### config.mk
export PLATFORM = sky130hd
export DESIGN_NAME = player_car_ctrl
export DESIGN_NICKNAME = d
export VERILOG_FILES = /design/src/rtl/player_car_ctrl.sv
export SDC_FILE = /design/constraint.sdc
export NUM_CORES = 1
export LEC_CHECK = 0
export ABC_CLOCK_PERIOD_IN_PS = 2900
export BUFFER_PORTS_ARGS = -buffer_cell sky130_fd_sc_hd__buf_2
export CORE_UTILIZATION = 55
export CTS_CLUSTER_DIAMETER = 200
export CTS_CLUSTER_SIZE = 20
export DETAILED_ROUTE_END_ITERATION = 8
export GPL_TIMING_DRIVEN = 0
export PLACE_DENSITY = 0.78
export SLEW_MARGIN = 20
export SYNTH_ARGS = -nofsm -noshare
export SYNTH_HDL_FRONTEND = slang
export SYNTH_SLANG_ARGS = --single-unit
### constraint.sdc
create_clock -name clk -period 2.9 [get_ports clk]
set_input_delay 0.58 -clock clk [delete_from_list [all_inputs] [get_ports clk]]
set_output_delay 0.58 -clock clk [all_outputs]
set_load 0.005 [all_outputs]
### src/rtl/player_car_ctrl.sv
// Player car position controller: samples synchronized buttons once per frame,
// clamps the car to the road and runs the crash/blink/respawn sequence.
`timescale 1ns/1ps
module player_car_ctrl #(
    parameter int ROAD_LEFT    = 160,
    parameter int ROAD_RIGHT   = 480,
    parameter int CAR_W        = 32,
    parameter int START_X      = 304,
    parameter int START_Y      = 400,
    parameter int STEP         = 4,
    parameter int CRASH_FRAMES = 64
) (
    input  logic       clk,
    input  logic       reset,
    input  logic       frame_tick,
    input  logic       game_start,
    input  logic       btn_left,
    input  logic       btn_right,
    input  logic       collision,
    output logic [9:0] car_x,
    output logic [9:0] car_y,
    output logic       car_visible,
    output logic       crashed
);

    typedef enum logic [1:0] {IDLE, DRIVE, CRASH} state_t;

    localparam logic [10:0] X_MIN    = 11'(ROAD_LEFT);
    localparam logic [10:0] X_MAX    = 11'(ROAD_RIGHT - CAR_W);
    localparam logic [10:0] STEP_W   = 11'(STEP);
    localparam logic [9:0]  STEP_N   = 10'(STEP);
    localparam logic [9:0]  START_XN = 10'(START_X);
    localparam logic [9:0]  START_YN = 10'(START_Y);
    localparam logic [7:0]  CNT_INIT = 8'(CRASH_FRAMES - 1);

    state_t      state_q, state_d;
    logic [9:0]  car_x_q, car_x_d;
    logic [9:0]  car_y_q, car_y_d;
    logic [7:0]  crash_cnt_q, crash_cnt_d;
    logic        car_visible_q, car_visible_d;
    logic        crashed_q, crashed_d;
    logic        l_meta_q, l_meta_d, l_sync_q, l_sync_d;
    logic        r_meta_q, r_meta_d, r_sync_q, r_sync_d;

    logic [10:0] x_ext;
    logic [10:0] x_sum;
    logic [9:0]  x_left;
    logic [9:0]  x_right;

    always_ff @(posedge clk) begin
        if (reset) begin
            state_q       <= IDLE;
            car_x_q       <= START_XN;
            car_y_q       <= START_YN;
            crash_cnt_q   <= '0;
            car_visible_q <= 1'b1;
            crashed_q     <= 1'b0;
            l_meta_q      <= 1'b0;
            l_sync_q      <= 1'b0;
            r_meta_q      <= 1'b0;
            r_sync_q      <= 1'b0;
        end else begin
            state_q       <= state_d;
            car_x_q       <= car_x_d;
            car_y_q       <= car_y_d;
            crash_cnt_q   <= crash_cnt_d;
            car_visible_q <= car_visible_d;
            crashed_q     <= crashed_d;
            l_meta_q      <= l_meta_d;
            l_sync_q      <= l_sync_d;
            r_meta_q      <= r_meta_d;
            r_sync_q      <= r_sync_d;
        end
    end

    // Clamped candidate positions; 11-bit compares keep the edges free of wrap-around.
    always_comb begin
        x_ext   = {1'b0, car_x_q};
        x_sum   = x_ext + STEP_W;
        x_left  = (x_ext >= X_MIN + STEP_W) ? (car_x_q - STEP_N) : X_MIN[9:0];
        x_right = (x_sum <= X_MAX) ? x_sum[9:0] : X_MAX[9:0];
    end

    always_comb begin
        state_d     = state_q;
        car_x_d     = car_x_q;
        crash_cnt_d = crash_cnt_q;
        l_meta_d    = btn_left;
        l_sync_d    = l_meta_q;
        r_meta_d    = btn_right;
        r_sync_d    = r_meta_q;
        case (state_q)
            IDLE: begin
                car_x_d = START_XN;
                if (game_start) begin
                    state_d = DRIVE;
                end
            end
            DRIVE: begin
                if (collision) begin
                    state_d     = CRASH;
                    crash_cnt_d = CNT_INIT;
                end else if (frame_tick && l_sync_q && !r_sync_q) begin
                    car_x_d = x_left;
                end else if (frame_tick && r_sync_q && !l_sync_q) begin
                    car_x_d = x_right;
                end
            end
            CRASH: begin
                if (frame_tick) begin
                    if (crash_cnt_q == 8'd0) begin
                        state_d = DRIVE;
                        car_x_d = START_XN;
                    end else begin
                        crash_cnt_d = crash_cnt_q - 8'd1;
                    end
                end
            end
            default: begin
                state_d = IDLE;
                car_x_d = START_XN;
            end
        endcase
    end

    // Outputs are registered from the next state so they line up with car_x.
    always_comb begin
        car_y_d       = START_YN;
        crashed_d     = (state_d == CRASH);
        car_visible_d = (state_d == CRASH) ? ~crash_cnt_d[2] : 1'b1;
    end

    assign car_x       = car_x_q;
    assign car_y       = car_y_q;
    assign car_visible = car_visible_q;
    assign crashed     = crashed_q;

endmodule

==> results.toml <==
[routing]
drt-met1-wl_mm = 2.03
wirelength_mm = 4.35
drt-pass1-iter-count = 4
routedWlPerCell_um = 14.0
wl_met2_mm = 1.93
dr_total_vias = 1819
dr_wl_met3_um = 318
via_per_inst = 5.87
first_iter_violations = 121
final_antenna_net_count = 0
drc = 0
highest-signal-layer = "met4"

[placement]
port_buffers = 16
dp_hpwl_mm = 3.25
routabilityCongestion = 0.908
placed_area_um2 = 2050

[grt]
grt_max_degree = 15
antenna_found_initial = 0
grt_pass1_vias = 1548
grt_pass1_wl_mm = 7.00
globalRouteOverflowTotal = 0
grtUsageTotal_pct = 25.1

[critical_path]
crit_fanout = 7
cp_cell_sequence = "ha_1 > nand2b_1 > a211oi_1 > o32ai_1 > a21oi_1 > o32a_1"
timing.rr.start = "car_x[2]"
rrSetupSlack_ns = 0.43
start_kind = "flop"
path_buf_inv = 0
end_kind = "flop"
cpPeakStageDelay_ns = 0.75
crit_arrival_ns = 2.71
required_ns = 3.13
critPathKind = "reg2reg"
crit_slowest_cell = "o32ai_1"
crit_family = "compound AO/OA/AOI/OAI gates"
cp-startpoint = "car_x[2]"

[logic_synthesis]
synth_top_area_share_pct = 25.5
syn_area_per_cell_um2 = 7.97
synthTopCellsByArea = "dfxtp_1 26%, ha_1 6.0%, buf_4 4.8%, inv_1 3.6%, nor2_1 3.6%"
synth-seq-cells = 24
yosys.area.top_type = "dfxtp_1"
ys_types = 62
synth_top_flop_cell = "dfxtp_1"
synthArstFlopShare_pct = 0
yosys_warnings = 0
synth_edf_count = 0
seq_area_frac_synth_pct = 25.5
synthesis.area_um2 = 1880
postSynthCellCount = 236

[timing]
setup_viol_count_final = 0
min_period_ns = 2.47
tns_ns = 0
rsz0062_at_grt = "false"
fin_crit_sh_pct = 85.3
finalHoldViolCount = 0
relSlewSlack_pct = 43.0
worstMarginPinSlew_ns = 0.853
finalClockSkew_ns = 0.00466
max_freq_mhz = 404
maxSlewViolCount = 0

[finish]
finish.utilization_pct = 66.8
ff_latch_area_um2 = 480
n_fill_cell = 303
multiInputGateArea_um2 = 1230
nets = 283
drive_gt1_share_pct = 20.7
area_growth_pct = 12.0
antenna_cells = 0
final_area_um2 = 2110

[hold_path]
hp-start = "reset"
hold_class = "in2reg"

[clocking]
postCtsSetupBuffers = 0
cts_hold_buf = 0
cts_buffers = 3
worstSkewPairLatency_ns = 0.33
clk_path_buf_depth = 2
clk_pin_slew_worst_paths_ns = 0.15
htreeDepth = 1
cts_tree = "yes"
post_cts_resized = 0
cts_root_buf = "clkbuf_4"
clock_sink_count = 24

[floorplanning]
coreArea_um2 = 3150
num_rows = 20
io_pins = 29
fp.dieW_um = 60.5
die_area_um2 = 3660
initial_core_util_pct = 59.7
die_y_um = 60.5

[power]
power_density_nw_per_um2 = 448
ir_drop_mv = 0.276
leakage_uw = 0.000824

[status]
status = "complete, no violations"

[flow_run]
drv_cap = 0
report_power, final:
group,leakage (uW),switching [uW],internal (uW)
combinational,0.000601,194,129
clock,0.0000279,112,140
sequential,0.000195,19.5,349
placed cells by master (no fill, tap or decap), types with 5 or more instances in the layout:
cell / n
dfxtp_1: 24
buf_2: 20
inv_1: 18
nor2_1: 18
nand2_1: 13
buf_4: 12
conb_1: 12
o21ai_0: 10
clkbuf_1: 9
a21oi_1: 9
ha_1: 9
nand2b_1: 7
nor2b_1: 6
nand3_1: 6
a211oi_1: 5
a31oi_1: 5
nor3_1: 5
xnor2_1: 5
nor4_1: 5
synth_stat cells (2+ instances only):
cell type  number
a21oi_1         9
inv_1          18
nand2b_1        7
a22o_1          2
a211oi_1        5
a2111oi_0       3
nor4_1          5
buf_2           4
o21a_1          3
or2_2           4
ha_1            9
a21bo_2         2
or4_1           2
o31ai_1         2
a41oi_1         2
clkbuf_1        9
xnor2_1         5
conb_1          2
nand3_1         6
o21ai_0        10
nand2_1        13
nor3_1          5
nor3b_1         2
dfxtp_1        24
a31oi_1         5
a2111oi_2       2
o32ai_1         3
nor2_1         18
nor2b_1         6
buf_4          12
o31a_1          2
nand3b_1        3
nand4_1         3
cell type report:
class | count | share of cell area (%)
inverters | 18 | 3.21
flip-flops and latches | 24 | 22.8
repair buffers | 16 | 3.80
multi-input cells | 179 | 58.3
plain buffers | 25 | 6.83
clock buffers | 3 | 1.07
well taps | 44 | 2.61
clock inverters | 1 | 1.43
final timing paths:
| path | to | depth (start not counted) |
|---|---|---|
| setup / recovery | car_x[8] | 6 |
| hold / removal | crashed | 2 |
| setup reg to reg | car_x[8] | 6 |
| hold reg to reg | l_sync_q | 1 |
cells by family after synthesis:
| kind of cell | share of synthesized area, % |
|---|---|
| flip-flops | 25.5 |
| adder cells (fa/ha/maj) | 5.98 |
| AND/OR/NAND/NOR | 23.5 |
| buffers and inverters | 11.2 |
| multiplexers | 0.532 |
| XOR/XNOR | 2.79 |
| AO/OA/AOI/OAI | 30.1 |
| other | 0.399 |
flip-flops by register name, summed over array words and instances (netlist names):
name and cells:
crashed 1, r_meta_q 1, l_meta_q 1, r_sync_q 1
state_q 2, car_x 8, l_sync_q 1, car_visible 1
crash_cnt_q 8
routing by layer:
metal  GRT usage, %  vias to the layer above
li1               -                      899
met3           4.05                        7
met5              0                        -
met1           35.1                      830
met4           8.44                        0
met2           39.2                       83
worst reg2reg max path, stage by stage, from the launching register on:
cell	delay (ns)
dfxtp_1	0.42
ha_1	0.35
nand2b_1	0.20
a211oi_1	0.07
o32ai_1	0.75
a21oi_1	0.21
o32a_1	0.39
metrics by stage:
stage,worst slack [ns],hold slack [ns],total power [uW],std cells
final,0.427,0.432,944,310
after CTS,0.511,0.439,937,310
after detailed placement,0.534,0.428,690,306
after floorplan,0.897,0.414,620,246
after global routing,0.222,0.441,986,310
after global placement,0.520,0.415,689,306
Power figures use the tool's default switching activity.
